--- config.mk ---
export PLATFORM = sky130hd
export DESIGN_NAME = pu_msp430_wakeup_ctrl
export DESIGN_NICKNAME = d
export VERILOG_FILES = /design/src/rtl/pu_msp430_wakeup_ctrl.sv
export SDC_FILE = /design/constraint.sdc
export NUM_CORES = 1
export LEC_CHECK = 0
export ABC_CLOCK_PERIOD_IN_PS = 1100
export CORE_MARGIN = 10
export CORE_UTILIZATION = 42
export DETAILED_ROUTE_END_ITERATION = 16
export GPL_ROUTABILITY_DRIVEN = 0
export PLACE_DENSITY = 0.74
export SLEW_MARGIN = 20
export SYNTH_ARGS = -nofsm -noshare
export SYNTH_HDL_FRONTEND = slang
export SYNTH_SLANG_ARGS = --single-unit
export TNS_END_PERCENT = 20
--- constraint.sdc ---
create_clock -name mclk -period 1.1 [get_ports mclk]
set_input_delay 0.11 -clock mclk [delete_from_list [all_inputs] [get_ports mclk]]
set_output_delay 0.11 -clock mclk [all_outputs]
set_load 0.005 [all_outputs]
--- src/rtl/pu_msp430_wakeup_ctrl.sv ---
// Multi-channel synchronous wakeup controller: per-channel synchronizer, glitch filter,
// edge qualification, enable mask and sticky pending flags with W1C and ack clearing.
module pu_msp430_wakeup_ctrl #(
    parameter  int WKUP_NR     = 4,
    parameter  int SYNC_STAGES = 2,
    parameter  int FILT_CYCLES = 4,
    localparam int ID_W        = (WKUP_NR > 1) ? $clog2(WKUP_NR) : 1
) (
    input  logic                   mclk,
    input  logic                   reset_n,
    input  logic [WKUP_NR-1:0]     wkup_in,
    input  logic [WKUP_NR-1:0]     wkup_en,
    input  logic [2*WKUP_NR-1:0]   wkup_edge_sel,
    input  logic [WKUP_NR-1:0]     wkup_clear,
    input  logic                   wkup_ack,
    output logic [WKUP_NR-1:0]     wkup_pend,
    output logic                   wkup_out,
    output logic [ID_W-1:0]        wkup_id
);

    localparam int CNT_W = $clog2(FILT_CYCLES + 1);
    localparam logic [CNT_W-1:0] CNT_LAST = CNT_W'(FILT_CYCLES - 1);

    logic [WKUP_NR-1:0][SYNC_STAGES-1:0] sync_q;
    logic [WKUP_NR-1:0][CNT_W-1:0]       cnt_q, cnt_d;
    logic [WKUP_NR-1:0]                  flt_q, flt_d;
    logic [WKUP_NR-1:0]                  pend_q, pend_d;
    logic [WKUP_NR-1:0]                  sync_out;
    logic [ID_W-1:0]                     id_d;

    always_comb begin
        for (int i = 0; i < WKUP_NR; i++) begin
            sync_out[i] = sync_q[i][SYNC_STAGES-1];
        end
    end

    // Filter counts consecutive mismatches; the flip edge doubles as the event edge.
    always_comb begin
        logic flip;
        logic qual;
        logic ack_hit;
        cnt_d  = cnt_q;
        flt_d  = flt_q;
        pend_d = pend_q;
        for (int i = 0; i < WKUP_NR; i++) begin
            flip    = 1'b0;
            if (sync_out[i] == flt_q[i]) begin
                cnt_d[i] = '0;
            end else if (cnt_q[i] == CNT_LAST) begin
                cnt_d[i] = '0;
                flt_d[i] = sync_out[i];
                flip     = 1'b1;
            end else begin
                cnt_d[i] = cnt_q[i] + CNT_W'(1);
            end
            qual    = flip & ((~flt_q[i] & wkup_edge_sel[2*i]) |
                              ( flt_q[i] & wkup_edge_sel[2*i+1]));
            ack_hit = wkup_ack & wkup_out & (wkup_id == ID_W'(i));
            if (qual & wkup_en[i]) begin
                pend_d[i] = 1'b1;
            end else if (wkup_clear[i] | ack_hit) begin
                pend_d[i] = 1'b0;
            end
        end
    end

    always_comb begin
        id_d = '0;
        for (int i = WKUP_NR - 1; i >= 0; i--) begin
            if (pend_q[i]) begin
                id_d = ID_W'(i);
            end
        end
    end

    always_ff @(posedge mclk or negedge reset_n) begin
        if (!reset_n) begin
            sync_q <= '0;
            cnt_q  <= '0;
            flt_q  <= '0;
            pend_q <= '0;
        end else begin
            for (int i = 0; i < WKUP_NR; i++) begin
                sync_q[i] <= {sync_q[i][SYNC_STAGES-2:0], wkup_in[i]};
            end
            cnt_q  <= cnt_d;
            flt_q  <= flt_d;
            pend_q <= pend_d;
        end
    end

    assign wkup_pend = pend_q;
    assign wkup_out  = |pend_q;
    assign wkup_id   = id_d;

endmodule

Word level (Yosys, flattened, before mapping)
Cells that the tools add are included.
{ "word_totals": {"register_bits": 28, "output_inout_bits": 7, "wordCells": 106} }
{ "op_classes": {"add_sub_neg": 4, "n_eq_ne": 11, "muxes": 28, "bitwise": 37, "n_reduce_logical": 10} }
{ "ops": {"columns": ["operator", "n"], "rows": [
  ["$mux W3", 8],
  ["$and A1 B1 Y1", 21],
  ["$mux W1", 16],
  ["$add A3 B1 Y3 const B", 4],
  ["$eq A3 B2 Y1 const B", 4],
  ["$mux W2", 4],
  ["$not A1 Y1", 8],
  ["$or A1 B1 Y1", 8],
  ["$reduce_and A2 Y1", 4],
  ["$reduce_bool A2 Y1", 4],
  ["$eq A1 B1 Y1", 4],
  ["$eq A2 B2 Y1 const B", 2],
  ["$reduce_or A4 Y1", 1],
  ["$eq A2 B1 Y1 const B", 1],
  ["$logic_not A2 Y1", 1]
]} }

Longest topological paths before layout
{ "depth": {"depth_word": 9, "ltp_mapped": 3} }

Least setup slack after synthesis
OpenSTA, ideal clock, no wires.
{ "synth_timing": {"path_type": "register -> register", "startpoint": "register cnt_q[0] (netlist bit)", "endpoint": "register flt_q[0]", "setup_time_ps": 125, "arrival_ps": 999, "required_time_ps": 975, "setup_slack_ps": -24, "path_stages_with_launch": 4, "period_less_slack_ps": 1124, "path_cell_list": "dfrtp_1 -> ha_1 -> and2b_1 -> mux2_2"} }
{ "synth_via": {"elab_chain_len": 2} }
{ "synth_lines": {"columns": ["element", "line_no", "text"], "rows": [
  ["from (decl)", "25", "logic [WKUP_NR-1:0][CNT_W-1:0] cnt_q, cnt_d;"],
  ["from (signal assigned)", "86", "cnt_q <= cnt_d;"],
  ["$eq A3 B2 Y1", "49", "end else if (cnt_q[i] == CNT_LAST) begin"],
  ["$reduce_and A2 Y1 (no source line)", null, null],
  ["to (signal assigned)", "87", "flt_q <= flt_d;"],
  ["to (decl)", "26", "logic [WKUP_NR-1:0] flt_q, flt_d;"]
]} }
No other way between the ends.
A chain may end at the register's enable or synchronous reset.

Worst setup path in the final report
{ "layout_timing": {"startpoint": "register pend_q[1], in the netlist wkup_pend[1]", "endpoint": "output wkup_id[0]"} }
{ "layout_via": {"elab_chain_len": 2} }
{ "layout_lines": {"columns": ["element", "line_no", "text"], "rows": [
  ["from (decl)", "27", "logic [WKUP_NR-1:0] pend_q, pend_d;"],
  ["from (signal assigned)", "88", "pend_q <= pend_d;"],
  ["$mux W2 (2 in a row)", "70", "if (pend_q[i]) begin"],
  ["to (decl)", "18", "output logic [ID_W-1:0] wkup_id"]
]} }
No other way between the ends.

==> flow_metrics.env <==
export IMPL_power_density_nw_per_um2=1590
export IMPL_dp_final_hpwl_mm=1.87
export IMPL_holdWs_ns=0.124
export IMPL_final_net_count=161
export IMPL_gr_total_overflow=0
export IMPL_detail_route_wl_per_cell_um=15.0
export IMPL_final_hold_viol_count=0
export IMPL_ys_warn_count=0
export IMPL_skew_ns=0.00314
export IMPL_post_synth_top_area_fraction_pct=63.0
export IMPL_ir_drop_mv=1.20
export IMPL_synthTopCellsByArea="dfrtp_1, nor3b_1, ha_1"
export IMPL_rsz0062_at_grt="yes"
export IMPL_firstDrtPassIters=3
export IMPL_critPathMaxFanout=3
export IMPL_r2r_setup_slack_ns=-0.15
export IMPL_drc_errors=0
export IMPL_wl_mm=2.44
export IMPL_drt_iter0_markers=19
export IMPL_syn_inst=86
export IMPL_core_um2=2500
export IMPL_finalSetupViolCount=16
export IMPL_r2r_end="wkup_pend[3]"
export IMPL_timing_rr_start="wkup_pend[0]"
export IMPL_startpoint="wkup_pend[1]"
export IMPL_status="finished with violations"
export IMPL_start_util_pct=44.5
export IMPL_fin_ws_ns=-0.188
export IMPL_worstPathCellList="buf_6 > a21oi_2 > nor2_1 > buf_2"
export IMPL_fmax_mhz=776
export IMPL_period_needed_ns=1.29
export IMPL_grt_first_pass_wirelength_mm=4.02
export IMPL_dieArea_um2=5110
export IMPL_crit_path_end_kind="output port"
export IMPL_cts_tree="built"
export IMPL_cts_buffer_depth=2
export IMPL_root_buffer="clkbuf_4"
export IMPL_cp_arrival_ns=1.18
export IMPL_final_area_um2=1650
export IMPL_syn_nets=113
export IMPL_slew_violations=0
export IMPL_place_area_um2=1510
export IMPL_cts_buffers=3
export IMPL_worstSetupPathType="flop to output port"
export IMPL_ys_seq_elements=28
export IMPL_rows=18
export IMPL_max_stage_delay_ns=0.44
export IMPL_synth_largest_area_cell="dfrtp_1"
export IMPL_cts_sinks=28
export IMPL_cp_slowest_cell="dfrtp_1"
export IMPL_p_leak_nw=0.753
export IMPL_first_global_vias=892
export IMPL_violations="setup timing"
export IMPL_insertedDiodeCount=0
export IMPL_drive_gt1_share_pct=35.3
export IMPL_final_util_pct=66.0
export IMPL_postCtsHoldBufs=0
export IMPL_antenna_found_initial=0
export IMPL_syn_to_final_growth_pct=48.3
export IMPL_r2r_cells=6
export IMPL_dieHeight_um=71.5
export IMPL_cap_violations=0
export IMPL_synth_cell_types=19
export IMPL_io_buffers=29
export IMPL_syn_area_um2=1110
export IMPL_synth_area_per_cell_um2=12.9
export IMPL_htree_levels=1
export IMPL_worstMarginPinSlew_ns=0.338
export IMPL_num_vias=827
export IMPL_final_antenna_net_count=0
export IMPL_viasPerCell=5.07
export IMPL_maxSlewHeadroom_pct=77.3
export IMPL_grt_use_total_pct=9.64
export IMPL_grt_max_degree=29
export IMPL_hold_path_class="input port to asynchronous set/reset pin"
export IMPL_seq_area_frac_synth_pct=63.0
export IMPL_worstSetupStartpointType="flop"
export IMPL_clk_insertion_delay_late_ns=0.32
export IMPL_cp_required_ns=0.99
export IMPL_clk_pin_slew_worst_paths_ns=0.14
export IMPL_post_route_period_util_pct=117
export IMPL_die_x_um=71.5
export IMPL_io_pins=30
metrics by stage:
| stage | setup TNS (ns) | instances | total power [mW] | setup WS, ns |
|---|---|---|---|---|
| 5_1_grt | -2.34 | 163 | 2.81 | -0.267 |
| 4_1_cts | -1.51 | 163 | 2.61 | -0.179 |
| 3_3_place_gp | -0.703 | 151 | 2.04 | -0.120 |
| 3_5_place_dp | -0.970 | 151 | 2.10 | -0.152 |
| 6_report | -1.43 | 163 | 2.62 | -0.188 |
| 2_1_floorplan | -0.0494 | 86 | 1.81 | -0.0125 |
how the worst max path moves through the flow:
stage / to / slack, ns / cells past startpoint
floorplan: flt_q[3] / -0.01 / 3
global placement: wkup_id[1] / -0.12 / 2
finish: wkup_id[0] / -0.19 / 4
global route: wkup_id[0] / -0.27 / 4
detailed placement: wkup_id[1] / -0.15 / 2
CTS: wkup_out / -0.18 / 4
metal layers:
metal  GRT usage [%]  routed length (um)  part of all wire [%]  vias up
met1            9.93                 981                    40      401
met2            17.5                1270                    52       23
li1                -                   -                     -      397
met3            3.99                 156                   6.4        6
met5               0                   0                     0        -
met4            2.58                  38                   1.6        0
what timing repair did:
item,4_1_cts,5_1_grt
endpoints found under the hold margin,0,0
pin swaps,5,4
setup endpoints to repair,17,21
gates resized for setup,35,9
buffers inserted,8,0
cell type report:
cell class | instances | area, um^2
timing repair buffer | 43 | 404
multi-input combinational | 56 | 463
clock buffer | 4 | 36.3
tap | 30 | 37.5
inverter | 2 | 7.51
fill | 198 | 851
sequential | 28 | 701
sequential cells by signal, summed over array words and instances, names as in the netlist:
| register | cells |
|---|---|
| sync_out | 4 |
| cnt_q | 12 |
| sync_q | 4 |
| wkup_pend | 4 |
| flt_q | 4 |
report_power, final:
| group | internal, mW | leakage (nW) | switching, mW |
|---|---|---|---|
| combinational | 0.449 | 0.376 | 0.298 |
| sequential | 1.24 | 0.356 | 0.152 |
| clock | 0.202 | 0.0210 | 0.277 |
| total | 1.89 | 0.753 | 0.727 |
cells by family after synthesis:
| family | count (synthesis) | share of synthesized area (%) |
|---|---|---|
| simple gates | 34 | 18.2 |
| xor+xnor | 4 | 3.15 |
| compound gates | 10 | 6.41 |
| buf+inv | 2 | 0.675 |
| mux | 4 | 4.05 |
| flops | 28 | 63.0 |
| fa+ha+maj | 4 | 4.50 |
placed cells by master (no fill, tap or decap), drive strengths merged, types with 2 or more instances in the layout:
cell	count
dfrtp	28
clkdlybuf4s50	22
buf	19
nor3b	9
nand2	6
clkbuf	6
nor2	5
nor3	5
xnor2	4
mux2	4
nand3b	4
o21ai	4
ha	4
and2b	4
inv	2
a32o	2
a31o	2
critical path, delay by kind of cell, from the launching register on:
| family | cells | cell delay (ns) |
|---|---|---|
| AO/OA/AOI/OAI | 1 | 0.10 |
| AND/OR/NAND/NOR | 1 | 0.06 |
| buffers and inverters | 2 | 0.26 |
| flip-flops | 1 | 0.44 |
synth_stat cells:
cell type,n
a21oi_1,1
a311oi_1,1
a31o_1,1
a31o_2,1
a32o_1,2
and2b_1,4
dfrtp_1,28
ha_1,4
inv_1,2
mux2_2,4
nand2_1,6
nand3b_1,4
nor2_1,4
nor2_2,1
nor2b_1,1
nor3_1,5
nor3b_1,9
o21ai_0,4
xnor2_1,4
Power figures use the tool's default switching activity.
